## src/rtl/ycc2rgb.sv

```systemverilog
// ycc2rgb: inverse colour-space converter. It takes signed fixed-point Y/Cb/Cr
// pixels and produces packed 8-bit RGB. The pipeline is four register stages
// deep, accepts one pixel per clock and has no backpressure. A pixel counter
// pulses oDone with the last pixel of each frame.
//
// Ports
//   clk     in   1   clock, rising edge
//   reset   in   1   synchronous, active-high
//   iValid  in   1   iY/iCb/iCr hold a pixel this cycle
//   iY      in   18  signed, 9 int / 9 frac
//   iCb     in   18  signed, 9 int / 9 frac, zero-centred
//   iCr     in   18  signed, 9 int / 9 frac, zero-centred
//   oData   out  24  {R,G,B}, 8 bits each, unsigned
//   oValid  out  1   oData holds a pixel this cycle
//   oDone   out  1   one-cycle pulse with the last pixel of a frame
module ycc2rgb #(
  parameter int WIDTH  = 640,
  parameter int HEIGHT = 480,
  // Row-major {R;G;B} x {Y,Cb,Cr}, 16 fractional bits. The first entry is the MSB slice.
  parameter logic [9*18-1:0] COEF = {
    18'sd65536,  18'sd0,      18'sd91881,
    18'sd65536, -18'sd22554, -18'sd46802,
    18'sd65536,  18'sd116130, 18'sd0
  }
) (
  input  logic               clk,
  input  logic               reset,
  input  logic               iValid,
  input  logic signed [17:0] iY,
  input  logic signed [17:0] iCb,
  input  logic signed [17:0] iCr,
  output logic [23:0]        oData,
  output logic               oValid,
  output logic               oDone
);

  localparam int FRAME_PIXELS = WIDTH * HEIGHT;
  localparam int CNT_W        = $clog2(FRAME_PIXELS + 1);
  localparam logic [CNT_W-1:0] LAST_PIX = CNT_W'(FRAME_PIXELS - 1);

  // Coefficient k = row*3 + col. Entry 0 sits in the top slice of COEF.
  function automatic logic signed [17:0] coef(input int k);
    return COEF[(8 - k) * 18 +: 18];
  endfunction

  // Data path registers. These have no reset because the valid bits alone
  // decide what is emitted.
  logic signed [17:0] pix_d  [3];
  logic signed [17:0] pix_q  [3];
  logic signed [35:0] prod_d [9];
  logic signed [35:0] prod_q [9];
  logic signed [37:0] sum_d  [3];
  logic signed [37:0] sum_q  [3];

  // Control registers. These are reset.
  logic             v1_q, v2_q, v3_q;
  logic [23:0]      out_data_d, out_data_q;
  logic             out_valid_d, out_valid_q;
  logic             out_done_d, out_done_q;
  logic [CNT_W-1:0] cnt_d, cnt_q;

  // S1: capture the pixel only when it is valid. This keeps don't-care or X
  // data on idle cycles out of the arithmetic.
  always_comb begin
    for (int k = 0; k < 3; k++) pix_d[k] = pix_q[k];
    if (iValid) begin
      pix_d[0] = iY;
      pix_d[1] = iCb;
      pix_d[2] = iCr;
    end
  end

  // S2: nine full-precision signed products (25 fractional bits).
  always_comb begin
    for (int k = 0; k < 9; k++) begin
      prod_d[k] = 36'(pix_q[k % 3]) * 36'(coef(k));
    end
  end

  // S3: one row sum per output channel, widened so that three terms cannot overflow.
  always_comb begin
    for (int r = 0; r < 3; r++) begin
      sum_d[r] = 38'(prod_q[3*r]) + 38'(prod_q[3*r + 1]) + 38'(prod_q[3*r + 2]);
    end
  end

  // S4: round half up, drop the 25 fractional bits, then saturate to 0..255.
  // oData holds its value through bubbles.
  always_comb begin
    logic signed [37:0] s;
    logic signed [37:0] sh;
    logic [7:0]         chan;
    s          = '0;
    sh         = '0;
    chan       = '0;
    out_data_d = out_data_q;
    if (v3_q) begin
      for (int r = 0; r < 3; r++) begin
        s  = sum_q[r] + 38'sd16777216;
        sh = s >>> 25;
        if (sh < 0)              chan = 8'd0;
        else if (sh > 38'sd255)  chan = 8'd255;
        else                     chan = sh[7:0];
        out_data_d[23 - 8*r -: 8] = chan;
      end
    end
  end

  // Frame pixel counter. It wraps on the last pixel so that the next frame
  // can follow without a gap.
  always_comb begin
    out_valid_d = v3_q;
    out_done_d  = 1'b0;
    cnt_d       = cnt_q;
    if (v3_q) begin
      if (cnt_q == LAST_PIX) begin
        out_done_d = 1'b1;
        cnt_d      = '0;
      end else begin
        cnt_d = cnt_q + 1'b1;
      end
    end
  end

  always_ff @(posedge clk) begin
    pix_q  <= pix_d;
    prod_q <= prod_d;
    sum_q  <= sum_d;
  end

  // Clearing every valid bit discards in-flight pixels on reset.
  always_ff @(posedge clk) begin
    if (reset) begin
      v1_q        <= 1'b0;
      v2_q        <= 1'b0;
      v3_q        <= 1'b0;
      out_data_q  <= '0;
      out_valid_q <= 1'b0;
      out_done_q  <= 1'b0;
      cnt_q       <= '0;
    end else begin
      v1_q        <= iValid;
      v2_q        <= v1_q;
      v3_q        <= v2_q;
      out_data_q  <= out_data_d;
      out_valid_q <= out_valid_d;
      out_done_q  <= out_done_d;
      cnt_q       <= cnt_d;
    end
  end

  assign oData  = out_data_q;
  assign oValid = out_valid_q;
  assign oDone  = out_done_q;

endmodule

```

## config.mk

```make
export PLATFORM = sky130hd
export DESIGN_NAME = ycc2rgb
export DESIGN_NICKNAME = d
export VERILOG_FILES = /design/src/rtl/ycc2rgb.sv
export SDC_FILE = /design/constraint.sdc
export NUM_CORES = 2
export LEC_CHECK = 0
export CORE_MARGIN = 4
export CORE_UTILIZATION = 51
export DETAILED_ROUTE_END_ITERATION = 8
export MAX_ROUTING_LAYER = met4
export PLACE_DENSITY = 0.69
export SYNTH_ARGS = -nofsm -noshare
export SYNTH_HDL_FRONTEND = slang
export SYNTH_SLANG_ARGS = --single-unit
export TNS_END_PERCENT = 30
```

## constraint.sdc

```tcl
create_clock -name clk -period 6.09 [get_ports clk]
set_input_delay 1.218 -clock clk [delete_from_list [all_inputs] [get_ports clk]]
set_output_delay 1.218 -clock clk [all_outputs]
set_load 0.05 [all_outputs]
```

==> flow_summary.toml <==
[synth]
yosysSeqAreaShare_pct = 17.68
syn-num-nets = 4456
synthTopCellsByArea = "fa_1 27%, ha_1 23%, dfxtp_1 13%"
async_flop_share_pct = 0
synth_cell_types = 69
synth_cells = 3352
ys_warn_count = 0
yosys.area.top_type = "fa_1"
yosysTopAreaCellShare_pct = 27.31
syn_area_mm2 = 0.03306
avgSynthCellArea_um2 = 9.863
synth-edff-count = 54
ys_ff_latch = 265
ys.flop_type = "dfxtp_1"

[detailed_routing]
wl_mm = 80.85
first_iter_violations = 1274
vias = 23497
dr.pass1.iters = 7
drc_errors = 0
vias_per_cell = 5.266
ant_nets = 0
routedWlPerCell_um = 18.12

[global_routing]
grt_max_degree = 56
grt_first_pass_wirelength_mm = 130.1
gr-total-overflow = 0
grt_pass1_vias = 24257
top_usage_layer = "met2"
grt_util_met2_pct = 37.64
antenna_found_initial = 0
grtUsageMet1_pct = 33.33
grt_usage_pct = 24.45
met3_usage_pct = 4.765

[clocking]
holdBufCountCts = 0
cts_sinks = 265
cts_tree = "yes"
cts.htree.levels = 2
clkLatencyLatePin_ns = 0.57
clk_pin_slew_ns = 0.07
cts_buffers = 35
root_buffer = "clkbuf_16"
cts_buffer_depth = 3

[flow_run]
maxCapViolations = 0

[worst_setup_path]
worstSetupPathType = "reg2reg"
r2r-start = "pix_q[3]$_DFFE_PP_"
endpoint_kind = "flip-flop"
cp.arrival_ns = 6.51
slowest_delay_ns = 0.58
crit_fanout = 5
cp.required_ns = 6.59
timing.critical_path.from_type = "flip-flop"
crit_path_frequent_cell = "fa_1"
crit_path_start = "pix_q[3]$_DFFE_PP_"
r2r_slack_ns = 0.08
cp_cell_sequence = "buf_4 > ha_1 > fa_1 > fa_1 > inv_1 > fa_1 > fa_1 > fa_1 > inv_1 > ha_1 > a21o_1 > a21oi_1 > a31oi_1 > or3_4 > o31a_1 > a221o_1 > a311oi_2 > xnor2_1"
critPathSlowestCell = "fa_1"

[floorplan]
fp.dieArea_mm2 = 0.06896
placementRows = 93
fp.coreArea_mm2 = 0.06435
die_h_um = 262.6
die_x_um = 262.6
ios = 83
start_util_pct = 51.38

[hold_path]
hold_start = "pix_q[51]$_DFFE_PP_"
hold_path_class = "reg2reg"

[timing]
clock.fmax_mhz = 166.5
rsz0062_at_grt = "true"
finalSetupViolations = 0
slew_viol_final = 0
fin_crit_ns = 6.008
clock-skew-final_ns = 0.03196
fin_crit_sh_pct = 98.65
worst_slack_ns = 0.08233
tightestPinTransition_ns = 1.135
hold_violations = 0
relSlewSlack_pct = 24.15

[place]
dp_slack_ns = 0.1009
port_buffers = 82
dp_hpwl_mm = 67.47
gp_congestion = 0.9797

[final_layout]
num-nets-final = 4685
antenna_cells = 0
area_growth_pct = 12.60
drive_gt1_share_pct = 7.208

[run_status]
outcome = "finished, final reports clean"
-- worst paths after layout --
kind	cells after the start	to
max	18	prod_q[141]$_DFF_P_
min	0	prod_q[103]$_DFF_P_
max reg2reg	18	prod_q[141]$_DFF_P_
min reg2reg	0	prod_q[103]$_DFF_P_
-- cell usage in the layout (no fill, tap or decap), types with 8 or more instances in the layout --
| master | n |
|---|---|
| a211oi_1 | 18 |
| a21o_1 | 64 |
| a21oi_1 | 159 |
| a31oi_1 | 25 |
| and2_1 | 11 |
| and3_1 | 22 |
| and4_1 | 10 |
| buf_4 | 139 |
| clkbuf_16 | 36 |
| clkdlybuf4s50_1 | 81 |
| dfxtp_1 | 211 |
| edfxtp_1 | 54 |
| fa_1 | 450 |
| ha_1 | 594 |
| inv_1 | 767 |
| inv_2 | 8 |
| mux2i_1 | 10 |
| nand2_1 | 118 |
| nand2b_1 | 25 |
| nand3_1 | 47 |
| nand4_1 | 29 |
| nor2_1 | 133 |
| nor2b_1 | 18 |
| nor3_1 | 38 |
| o211ai_1 | 19 |
| o21a_1 | 17 |
| o21ai_0 | 90 |
| o21ai_1 | 9 |
| o21bai_1 | 17 |
| or2_2 | 9 |
| or3_1 | 9 |
| xnor2_1 | 128 |
| xor2_1 | 88 |
-- flip-flops by register name, summed over array words and instances (netlist names) --
| name | flops |
|---|---|
| cnt_q | 19 |
| oData | 24 |
| oDone | 1 |
| oValid | 1 |
| out_valid_d | 1 |
| pix_q | 54 |
| prod_q | 125 |
| sum_q | 38 |
| v1_q | 1 |
| v2_q | 1 |
-- final cells by class --
| class | count | area, um2 |
|---|---|---|
| clock buffer | 42 | 963.4 |
| timing repair buffer | 222 | 1877 |
| multi-input combinational | 2281 | 24360 |
| tap | 855 | 1070 |
| clock inverter | 21 | 191.4 |
| inverter | 776 | 2917 |
| sequential | 265 | 5846 |
| fill | 5524 | 27120 |
-- stage by stage --
| stage | std cells | TNS [ns] | hold slack, ns | utilization (%) | area (um2) |
|---|---|---|---|---|---|
| detailed placement | 4359 | 0 | 0.3278 | 55.34 | 35610 |
| floorplan | 3352 | -0.001696 | 0.3233 | - | 33090 |
| finish | 4462 | 0 | 0.3395 | 57.85 | 37220 |
| global placement | 4359 | 0 | 0.3248 | 55.34 | 35610 |
| global route | 4462 | -0.4477 | 0.3454 | 57.85 | 37220 |
| CTS | 4422 | 0 | 0.3418 | 57.13 | 36760 |
-- logic make-up (layout without fill, tap and decap cells) --
family	after synthesis	after routing	synth area share (%)
adder cells (fa/ha/maj)	1048	1048	49.90
buffers and inverters	806	1061	9.151
AO/OA/AOI/OAI	510	510	9.745
AND/OR/NAND/NOR	489	489	7.198
flip-flops	265	265	17.68
XOR/XNOR	218	218	5.821
multiplexers	16	16	0.5071
-- Yosys cell counts (all sizes together), types with 9 or more instances --
cell type  instances
a211oi            21
a21o              64
a21oi            166
a31oi             25
and2              11
and3              22
and4              10
clkbuf            25
dfxtp            211
edfxtp            54
fa               451
ha               596
inv              776
mux2i             10
nand2            118
nand2b            25
nand3             47
nand4             29
nor2             133
nor2b             19
nor3              38
o211ai            19
o21a              17
o21ai            100
o21bai            18
o311ai             9
o31ai              9
or2                9
or3               11
xnor2            128
xor2              89
-- what timing repair did --
item                       4_1_cts  5_1_grt
setup buffers                    0       40
gates resized for setup          0       41
setup endpoints to repair        0       31
-- per-layer routing --
layer | part of all wire (%) | vias up
met5 | 0 | -
met1 | 46 | 11457
li1 | - | 11355
met3 | 5.9 | 125
met2 | 45 | 560
met4 | 3.2 | 0
-- worst max-delay path, delay by kind of cell, from the launching register on --
kind	cells	cell delay [ns]
adders and majority gates	7	3.10
and+or+nand+nor	1	0.41
DFF	1	0.50
xor gates and xnor gates	1	0.14
buffers and inverters	3	0.30
AOI/OAI and AO/OA	6	1.48
Power is left out: the tool's default activity adds up to more than one toggle a clock period on the data nets, which glitch-free logic cannot reach.
